==> src/rtl/mips_isa_pkg.sv <==
// Shared MIPS ISA constants: opcodes and functs (shared with the control unit),
// the symbolic loader op enumeration, loader error codes and loader states.
package mips_isa_pkg;

  localparam logic [5:0] OPC_RTYPE = 6'h00;
  localparam logic [5:0] OPC_J     = 6'h02;
  localparam logic [5:0] OPC_JAL   = 6'h03;
  localparam logic [5:0] OPC_BEQ   = 6'h04;
  localparam logic [5:0] OPC_BNE   = 6'h05;
  localparam logic [5:0] OPC_ADDI  = 6'h08;
  localparam logic [5:0] OPC_SLTI  = 6'h0A;
  localparam logic [5:0] OPC_LW    = 6'h23;
  localparam logic [5:0] OPC_SW    = 6'h2B;

  localparam logic [5:0] FUNCT_JR  = 6'h08;
  localparam logic [5:0] FUNCT_ADD = 6'h20;
  localparam logic [5:0] FUNCT_SUB = 6'h22;
  localparam logic [5:0] FUNCT_SLT = 6'h2A;

  typedef enum logic [3:0] {
    OP_ADD  = 4'd0,
    OP_SUB  = 4'd1,
    OP_SLT  = 4'd2,
    OP_JR   = 4'd3,
    OP_ADDI = 4'd4,
    OP_SLTI = 4'd5,
    OP_LW   = 4'd6,
    OP_SW   = 4'd7,
    OP_J    = 4'd8,
    OP_JAL  = 4'd9,
    OP_BEQ  = 4'd10,
    OP_BNE  = 4'd11,
    OP_NOP  = 4'd12
  } inst_op_e;

  typedef enum logic [1:0] {
    ERR_ILLEGAL_OP   = 2'd0,
    ERR_MISALIGNED   = 2'd1,
    ERR_BRANCH_RANGE = 2'd2,
    ERR_JUMP_REGION  = 2'd3
  } err_code_e;

  typedef enum logic [1:0] {
    ST_IDLE  = 2'd0,
    ST_RUN   = 2'd1,
    ST_DRAIN = 2'd2,
    ST_ERR   = 2'd3
  } enc_state_e;

endpackage

==> src/rtl/mips_field_pack.sv <==
// Combinational packer: turns a symbolic op plus already-resolved fields into
// a 32-bit MIPS word, flagging op codes that have no encoding.
module mips_field_pack
  import mips_isa_pkg::*;
(
  input  logic [3:0]  op_i,
  input  logic [4:0]  rs_i,
  input  logic [4:0]  rt_i,
  input  logic [4:0]  rd_i,
  input  logic [15:0] imm_i,
  input  logic [15:0] br_off_i,
  input  logic [25:0] j_field_i,
  output logic [31:0] word_o,
  output logic        illegal_o
);

  always_comb begin
    word_o    = 32'h0;
    illegal_o = 1'b0;
    case (op_i)
      OP_ADD:  word_o = {OPC_RTYPE, rs_i, rt_i, rd_i, 5'b0, FUNCT_ADD};
      OP_SUB:  word_o = {OPC_RTYPE, rs_i, rt_i, rd_i, 5'b0, FUNCT_SUB};
      OP_SLT:  word_o = {OPC_RTYPE, rs_i, rt_i, rd_i, 5'b0, FUNCT_SLT};
      OP_JR:   word_o = {OPC_RTYPE, rs_i, 15'b0, FUNCT_JR};
      OP_ADDI: word_o = {OPC_ADDI, rs_i, rt_i, imm_i};
      OP_SLTI: word_o = {OPC_SLTI, rs_i, rt_i, imm_i};
      OP_LW:   word_o = {OPC_LW, rs_i, rt_i, imm_i};
      OP_SW:   word_o = {OPC_SW, rs_i, rt_i, imm_i};
      OP_J:    word_o = {OPC_J, j_field_i};
      OP_JAL:  word_o = {OPC_JAL, j_field_i};
      OP_BEQ:  word_o = {OPC_BEQ, rs_i, rt_i, br_off_i};
      OP_BNE:  word_o = {OPC_BNE, rs_i, rt_i, br_off_i};
      OP_NOP:  word_o = 32'h0;
      default: illegal_o = 1'b1;
    endcase
  end

endmodule

==> src/rtl/mips_inst_encoder.sv <==
// Sequential instruction loader: assembles symbolic instructions, resolves
// branch/jump targets against its running address and streams words to memory.
module mips_inst_encoder
  import mips_isa_pkg::*;
#(
  parameter logic [31:0] BASE_ADDR = 32'h0000_0000,
  parameter int unsigned MAX_WORDS = 256
) (
  input  logic        clk_i,
  input  logic        rst_i,
  input  logic        start_i,
  input  logic        in_valid_i,
  output logic        in_ready_o,
  input  logic [3:0]  in_op_i,
  input  logic [4:0]  in_rs_i,
  input  logic [4:0]  in_rt_i,
  input  logic [4:0]  in_rd_i,
  input  logic [15:0] in_imm_i,
  input  logic [31:0] in_target_i,
  input  logic        in_last_i,
  output logic        wr_valid_o,
  input  logic        wr_ready_i,
  output logic [31:0] wr_addr_o,
  output logic [31:0] wr_data_o,
  output logic [8:0]  count_o,
  output logic        busy_o,
  output logic        full_o,
  output logic        err_o,
  output logic [1:0]  err_code_o
);

  enc_state_e  state_q, state_d;
  logic [31:0] addr_q, addr_d;
  logic [8:0]  count_q, count_d;
  logic        wr_valid_q, wr_valid_d;
  logic [31:0] wr_addr_q, wr_addr_d;
  logic [31:0] wr_data_q, wr_data_d;
  logic        err_q, err_d;
  err_code_e   err_code_q, err_code_d;

  logic [9:0]         committed;
  logic               full;
  logic               in_ready;
  logic               accept;
  logic               handshake;
  logic [31:0]        next_pc;
  logic [31:0]        br_diff;
  logic signed [31:0] br_off;
  logic               br_in_range;
  logic               is_branch;
  logic               is_jump;
  logic               misaligned;
  logic               region_ok;
  logic [31:0]        packed_word;
  logic               illegal;
  logic               acc_err;
  err_code_e          acc_code;

  // A word sitting in the output stage already consumes a slot of capacity.
  assign committed = {1'b0, count_q} + {9'b0, wr_valid_q};
  assign full      = (committed == 10'(MAX_WORDS));
  assign in_ready  = (state_q == ST_RUN) && !full && (!wr_valid_q || wr_ready_i);
  assign accept    = in_valid_i && in_ready && !start_i;
  assign handshake = wr_valid_q && wr_ready_i;

  assign next_pc     = addr_q + 32'd4;
  assign br_diff     = in_target_i - next_pc;
  assign br_off      = $signed(br_diff) >>> 2;
  assign br_in_range = (br_off >= -32'sd32768) && (br_off <= 32'sd32767);
  assign is_branch   = (in_op_i == OP_BEQ) || (in_op_i == OP_BNE);
  assign is_jump     = (in_op_i == OP_J) || (in_op_i == OP_JAL);
  assign misaligned  = (in_target_i[1:0] != 2'b00);
  assign region_ok   = (in_target_i[31:28] == next_pc[31:28]);

  mips_field_pack u_pack (
    .op_i      (in_op_i),
    .rs_i      (in_rs_i),
    .rt_i      (in_rt_i),
    .rd_i      (in_rd_i),
    .imm_i     (in_imm_i),
    .br_off_i  (br_off[15:0]),
    .j_field_i (in_target_i[27:2]),
    .word_o    (packed_word),
    .illegal_o (illegal)
  );

  always_comb begin
    acc_err  = 1'b1;
    acc_code = ERR_ILLEGAL_OP;
    if (illegal) begin
      acc_code = ERR_ILLEGAL_OP;
    end else if ((is_branch || is_jump) && misaligned) begin
      acc_code = ERR_MISALIGNED;
    end else if (is_branch && !br_in_range) begin
      acc_code = ERR_BRANCH_RANGE;
    end else if (is_jump && !region_ok) begin
      acc_code = ERR_JUMP_REGION;
    end else begin
      acc_err = 1'b0;
    end
  end

  always_comb begin
    state_d    = state_q;
    addr_d     = addr_q;
    count_d    = count_q;
    wr_valid_d = wr_valid_q;
    wr_addr_d  = wr_addr_q;
    wr_data_d  = wr_data_q;
    err_d      = err_q;
    err_code_d = err_code_q;
    if (start_i) begin
      state_d    = ST_RUN;
      addr_d     = BASE_ADDR;
      count_d    = 9'd0;
      wr_valid_d = 1'b0;
      err_d      = 1'b0;
      err_code_d = ERR_ILLEGAL_OP;
    end else begin
      if (handshake) begin
        count_d    = count_q + 9'd1;
        wr_valid_d = 1'b0;
      end
      if (accept) begin
        if (acc_err) begin
          state_d    = ST_ERR;
          err_d      = 1'b1;
          err_code_d = acc_code;
        end else begin
          wr_valid_d = 1'b1;
          wr_addr_d  = addr_q;
          wr_data_d  = packed_word;
          addr_d     = next_pc;
          if (in_last_i) state_d = ST_DRAIN;
        end
      end else if (state_q == ST_DRAIN && (!wr_valid_q || handshake)) begin
        state_d = ST_IDLE;
      end
    end
  end

  always_ff @(posedge clk_i) begin
    if (rst_i) begin
      state_q    <= ST_IDLE;
      addr_q     <= BASE_ADDR;
      count_q    <= 9'd0;
      wr_valid_q <= 1'b0;
      wr_addr_q  <= 32'h0;
      wr_data_q  <= 32'h0;
      err_q      <= 1'b0;
      err_code_q <= ERR_ILLEGAL_OP;
    end else begin
      state_q    <= state_d;
      addr_q     <= addr_d;
      count_q    <= count_d;
      wr_valid_q <= wr_valid_d;
      wr_addr_q  <= wr_addr_d;
      wr_data_q  <= wr_data_d;
      err_q      <= err_d;
      err_code_q <= err_code_d;
    end
  end

  assign in_ready_o = in_ready;
  assign wr_valid_o = wr_valid_q;
  assign wr_addr_o  = wr_addr_q;
  assign wr_data_o  = wr_data_q;
  assign count_o    = count_q;
  assign busy_o     = (state_q == ST_RUN) || (state_q == ST_DRAIN);
  assign full_o     = full;
  assign err_o      = err_q;
  assign err_code_o = err_code_q;

endmodule

==> config.mk <==
export PLATFORM = sky130hd
export DESIGN_NAME = mips_inst_encoder
export DESIGN_NICKNAME = d
export VERILOG_FILES = /design/src/rtl/mips_isa_pkg.sv /design/src/rtl/mips_field_pack.sv /design/src/rtl/mips_inst_encoder.sv
export SDC_FILE = /design/constraint.sdc
export NUM_CORES = 1
export LEC_CHECK = 0
export ABC_AREA = 1
export CORE_MARGIN = 2
export CORE_UTILIZATION = 50
export DETAILED_ROUTE_END_ITERATION = 7
export PLACE_DENSITY = 0.78
export SKIP_LAST_GASP = 1
export SYNTH_ARGS = -nofsm -noshare
export SYNTH_HDL_FRONTEND = slang
export SYNTH_HIERARCHICAL = 1
export SYNTH_SLANG_ARGS = --single-unit
==> constraint.sdc <==
create_clock -name clk_i -period 5.2 [get_ports clk_i]
set_input_delay 0.78 -clock clk_i [delete_from_list [all_inputs] [get_ports clk_i]]
set_output_delay 0.78 -clock clk_i [all_outputs]
set_load 0.05 [all_outputs]
==> impl_metrics.json, run 1 <==
{
  "leakagePower_uw": 0.003859,
  "status": "complete, no violations",
  "drv_slew": 0,
  "netlist_area_um2": 7512,
  "port_buffers": 150,
  "synth_top_family_by_area": "simple AND/OR/NAND/NOR gates",
  "max_freq_mhz": 209.1,
  "cts.sinks": 107,
  "timing.final.crit_share_pct": 91.95,
  "design.die.area_um2": 16020,
  "synth_top_area_share_pct": 28.51,
  "synth_warnings": 6,
  "start_util_pct": 51.49,
  "dr.max_layer_used": "met4",
  "grt_max_degree": 89,
  "die_h_um": 126.6,
  "path_clk_slew_ns": 0.07,
  "yosys.area_share.simple_pct": 34.21,
  "wl_met3_mm": 1.237,
  "grt_first_pass_wirelength_mm": 35.65,
  "synth_flop_cell": "dfxtp_1",
  "tns_ns": 0,
  "final_area_um2": 9582,
  "synth_cells": 1174,
  "dpl-instance-area_um2": 9072,
  "path_class": "register to register",
  "whs_ns": 0.4638,
  "wl_met2_mm": 11.45,
  "met1_length_mm": 9.330,
  "h-tree-depth": 3,
  "first_pass_iters": 6,
  "antenna_found_initial": 0,
  "timing.critical_path.buf_inv": 5,
  "place_congestion": 0.9248,
  "chipWidth_um": 126.6,
  "ir_drop_mv": 0.1804,
  "grt_pass1_vias": 7536,
  "vias": 8208,
  "ant_nets": 0,
  "cap_violations": 0,
  "synth.area.mux_share_pct": 0,
  "cts_hold_buf": 0,
  "drive_gt1_share_pct": 7.663,
  "cts_tree": "yes",
  "yosys-top-cells-count": "nand2_1, inv_1, a21oi_1",
  "final_util_pct": 65.68,
  "clock_skew_ns": 0.006268,
  "grtUsageTotal_pct": 26.87,
  "synthAdderAreaFrac_pct": 5.430,
  "synth_area_leaders": "dfxtp_1, nand2_1, a21oi_1",
  "grt_remaining_overflow": 0,
  "tightest_slew_ns": 0.6630,
  "viasPerCell": 5.465,
  "cp_max_fo": 45,
  "critical_path_arrival_ns": 5.02,
  "wl_mm": 22.83,
  "clock_path_buffers": 2,
  "setup_violations": 0,
  "yosysSeqAreaShare_pct": 28.51,
  "diodes": 0,
  "ys_types": 49,
  "synth_xor_area_share_pct": 4.147,
  "cp-start-kind": "register",
  "ys_ff_latch": 107,
  "clockRootBuffer": "clkbuf_16",
  "wl_per_cell_um": 15.20,
  "synth_edf_count": 0,
  "ioPinCount": 153,
  "synth_compound_area_share_pct": 17.04,
  "hold_violations": 0,
  "syn_to_final_growth_pct": 27.55,
  "dp_hpwl_mm": 16.61,
  "yosysMostFrequentCell": "nand2_1",
  "nets": 1418,
  "clock_latency_ns": 0.36,
  "crit_required_ns": 5.44,
  "rows": 44,
  "cp_top_family": "simple AND/OR/NAND/NOR gates",
  "relSlewSlack_pct": 55.66,
  "hold_path.class": "register to register",
  "power.density_cell_area_nw_per_um2": 204.4,
  "drtIter0Drc": 592,
  "drc": 0,
  "core-area_um2": 14590,
  "syn_area_per_cell_um2": 6.399,
  "slowest_stage": "dfxtp_2",
  "slowest_delay_ns": 0.36,
  "yosys.area.top_type": "dfxtp_1",
  "postSynth.asyncResetShare_pct": 0,
  "endpoint_kind": "register",
  "min_period_ns": 4.782,
  "cts_buffers": 9
}
-- worst min-delay path: stages (launching register included) --
cell and delay, ns:
dfxtp_1 0.31, nand2_1 0.06, a21oi_1 0.05
-- where the power goes --
group	switching, uW	internal [uW]	total (uW)
Combinational	253	161	414
Clock	317	390	706
Sequential	7.56	830	838
Total	577	1380	1960
-- worst paths after layout --
| path | start | slack, ns | to | cells past startpoint |
|---|---|---|---|---|
| setup / recovery | addr_q[2] | 0.42 | addr_q[14] | 31 |
| setup reg to reg | addr_q[2] | 0.42 | addr_q[14] | 31 |
| hold / removal | wr_data_o[1] | 0.46 | wr_data_o[1] | 2 |
| hold reg to reg | wr_data_o[1] | 0.46 | wr_data_o[1] | 2 |
-- flip-flops by register name, summed over array words and instances, names as in the netlist --
name and count:
wr_valid_o 1, err_o 1, count_o 9, wr_addr_o 30, wr_data_o 32, state_q 2
addr_q 30, err_code_o 2
-- stage by stage --
stage,setup WS [ns],std cells,total power (uW)
3_3_place_gp,0.3954,1479,1248
2_1_floorplan,0.8808,1175,1117
5_1_grt,-0.06875,1502,2043
4_1_cts,0.09523,1495,1955
3_5_place_dp,0.1629,1479,1252
6_report,0.4185,1502,1958
-- final cells by class --
| cell class | count | area, um^2 |
|---|---|---|
| inverter | 143 | 550.5 |
| tap | 184 | 230.2 |
| timing repair buffer | 166 | 1722 |
| multi-input combinational | 886 | 4638 |
| clock inverter | 3 | 46.29 |
| clock buffer | 13 | 250.2 |
| fill | 1371 | 5007 |
| sequential | 107 | 2145 |
-- cell families (layout without fill, tap and decap cells) --
logic type      count (synthesis)  after routing
buf+inv                       182            325
fa+ha+maj                      32             32
compound gates                228            228
simple gates                  589            589
other cells                     2              3
xor+xnor                       34             34
flops                         107            107
-- cells in the final DEF, fill, tap and decap left out, types with 2 or more instances in the layout --
| cell | netlist | layout |
|---|---|---|
| nand2_1 | 340 | 339 |
| clkdlybuf4s50_1 | 0 | 149 |
| inv_1 | 132 | 132 |
| a21oi_1 | 108 | 108 |
| dfxtp_1 | 107 | 105 |
| nor2_1 | 86 | 83 |
| nand3_1 | 81 | 81 |
| o21ai_1 | 39 | 40 |
| o21ai_0 | 35 | 34 |
| nand4_1 | 30 | 30 |
| ha_1 | 31 | 29 |
| xor2_1 | 29 | 28 |
| a21oi_2 | 21 | 21 |
| nor3_1 | 15 | 14 |
| clkbuf_16 | 0 | 12 |
| nand2_2 | 10 | 11 |
| inv_2 | 9 | 9 |
| a31oi_1 | 8 | 8 |
| buf_4 | 12 | 8 |
| nand3_2 | 6 | 5 |
| nor2_2 | 2 | 5 |
| nor2_4 | 4 | 4 |
| xnor2_1 | 4 | 4 |
| o21a_1 | 4 | 4 |
| nor4_1 | 5 | 3 |
| o22ai_1 | 3 | 3 |
| conb_1 | 2 | 3 |
| clkbuf_1 | 11 | 3 |
| nor3_2 | 1 | 2 |
| nor4_2 | 0 | 2 |
| nand3b_1 | 2 | 2 |
| a21o_1 | 2 | 2 |
| o21bai_1 | 2 | 2 |
| nand3_4 | 1 | 2 |
| or2_0 | 2 | 2 |
| dfxtp_2 | 0 | 2 |
| buf_6 | 7 | 2 |
| buf_12 | 0 | 2 |
-- layer usage --
metal  track usage [%]  vias to the layer above
li1                  -                     4112
met1             32.31                     3746
met2             47.81                      291
met3             4.091                       59
met4             10.86                        0
met5                 0                        -
-- what timing repair did --
action                     4_1_cts  5_1_grt
buffers inserted                 0        3
resized for setup                0       26
setup endpoints to repair        0       98
Power figures use the tool's default switching activity.
==> run 2: changes to the inputs <==
Settings changed: CTS_CLUSTER_DIAMETER from default to 120.
==> results of run 2 <==
The final DEF is identical to that of run 1; final timing and power are the same.
==> run 3: changes to the inputs <==
Settings changed: CORE_ASPECT_RATIO from default to 0.7, CTS_CLUSTER_DIAMETER 120 to 60.
==> run 3 against run 2 <==
Compared with the run above:
- global-route usage grew 0.75 points
- cell area grew 1.9%
- register-to-register slack lost 0.04 ns
- critical path depth grew 3
- highest routed layer unchanged
==> impl_metrics.json, run 3 (same netlist as run 1, synthesis figures left out) <==
{
  "grt_max_degree": 68,
  "ant_nets": 0,
  "vias": 8306,
  "regToRegStartpoint": "addr_q[3]",
  "h-tree-depth": 3,
  "power.density_cell_area_nw_per_um2": 202.6,
  "grt_remaining_overflow": 0,
  "reg2reg_setup_slack_ns": 0.38,
  "clock_latency_ns": 0.36,
  "nets": 1429,
  "dp_hpwl_mm": 17.06,
  "cp-start-kind": "register",
  "tightest_slew_ns": 0.6845,
  "path_clk_slew_ns": 0.09,
  "final_cells": 1524,
  "diodes": 0,
  "final_area_um2": 9768,
  "drtIter0Drc": 629,
  "rows": 37,
  "start_util_pct": 51.19,
  "hold_violations": 0,
  "crit_required_ns": 5.44,
  "drv_slew": 0,
  "largest_reg_flops": 32,
  "dp_cells": 1491,
  "critical_path_arrival_ns": 5.06,
  "syn_to_final_growth_pct": 30.03,
  "slowest_delay_ns": 0.38,
  "finalWorstSetupSlack_ns": 0.3815,
  "grtUsageTotal_pct": 27.62,
  "cts_tree": "yes",
  "clockRootBuffer": "clkbuf_16",
  "timing.final.crit_share_pct": 92.66,
  "core-area_um2": 14680,
  "hold_start": "wr_data_o[7]",
  "cts.sinks": 107,
  "wl_per_cell_um": 15.44,
  "grt_first_pass_wirelength_mm": 36.09,
  "hold_end": "wr_data_o[7]",
  "path_class": "register to register",
  "leakagePower_uw": 0.003939,
  "most-common-layout-cells": "nand2_1, clkdlybuf4s50_1, inv_1",
  "max_freq_mhz": 207.5,
  "drc": 0,
  "relSlewSlack_pct": 54.23,
  "setup_violations": 0,
  "mostFrequentLayoutCell": "nand2_1",
  "dpl-instance-area_um2": 9131,
  "min_period_ns": 4.818,
  "nFillCells": 1299,
  "tns_ns": 0,
  "endpoint_kind": "register",
  "wl_mm": 23.53,
  "status": "complete, no violations",
  "design.die.area_um2": 16040,
  "timing.critical_path.mode_cell": "inv_1",
  "hold_path.class": "register to register",
  "port_buffers": 150,
  "clock_path_buffers": 2,
  "chipWidth_um": 150.5,
  "cts_buffers": 9,
  "r2r_end": "wr_data_o[31]",
  "dpl_worst_slack_ns": 0.1527,
  "ioPinCount": 153,
  "die_h_um": 106.6,
  "first_pass_iters": 5,
  "min_delay_path_depth": 2,
  "antenna_found_initial": 0,
  "rr_worst_depth": 34,
  "grt_pass1_vias": 7570,
  "place_congestion": 0.9512,
  "cp_max_fo": 33,
  "viasPerCell": 5.450,
  "cts_hold_buf": 0,
  "cap_violations": 0,
  "clock_skew_ns": 0.01120,
  "slowest_stage": "dfxtp_2",
  "drive_gt1_share_pct": 9.406,
  "ir_drop_mv": 0.1622
}
[run 3: how the worst max path moves through the flow]
stage | end | cells after the start | from
2_1_floorplan | addr_q[25] | 34 | addr_q[2]
3_3_place_gp | wr_data_o[4] | 34 | addr_q[3]
3_5_place_dp | wr_addr_o[27] | 34 | addr_q[3]
4_1_cts | wr_addr_o[27] | 34 | addr_q[3]
5_1_grt | wr_addr_o[17] | 34 | addr_q[3]
6_report | wr_data_o[31] | 34 | addr_q[3]
[run 3: layer usage]
layer  track usage [%]  share of wire (%)  vias up  routed length (um)
li1                  -                  -     4141                   -
met5                 0                  0        -                   0
met2             44.84                 45      324               10600
met4             6.806                2.2        0                 512
met3             3.605                6.8       39                1598
met1             38.74                 46     3802               10820
[run 3: power by group]
group          internal [uW]  switching (uW)  leakage [uW]
registers                830            7.71      0.000864
logic                    166             258       0.00293
clock network            345             373      0.000146
[run 3: stage by stage]
stage | util (%) | hold WS (ns) | power, uW
finish | 66.56 | 0.4669 | 1979
global route | 66.56 | 0.4880 | 2051
CTS | 64.30 | 0.4678 | 1958
detailed placement | 62.22 | 0.4551 | 1255
global placement | 62.22 | 0.4531 | 1250
floorplan | - | 0.4556 | 1117
[run 3: layout make-up]
cell class                      count  area (um^2)  share of cell area (%)
Sequential cell                   107         2145                   21.95
Timing Repair Buffer              177         1834                   18.78
Inverter                          143        550.5                   5.636
Clock buffer                        9        225.2                   2.306
Multi-Input combinational cell    886         4690                   48.01
Clock inverter                      7        80.08                  0.8198
Tap cell                          195        244.0                   2.498
[run 3: what timing repair did]
action	CTS	global route
setup buffers	0	14
gates resized for setup	0	30
setup endpoints to repair	0	98
[run 3: critical path: cells and delay by family (launching register included)]
family	cells	cell delay, ns
AOI/OAI and AO/OA	1	0.06
DFF	1	0.38
and+or+nand+nor	22	2.70
buffers and inverters	8	0.84
xor gates and xnor gates	1	0.25
adders and majority gates	2	0.46
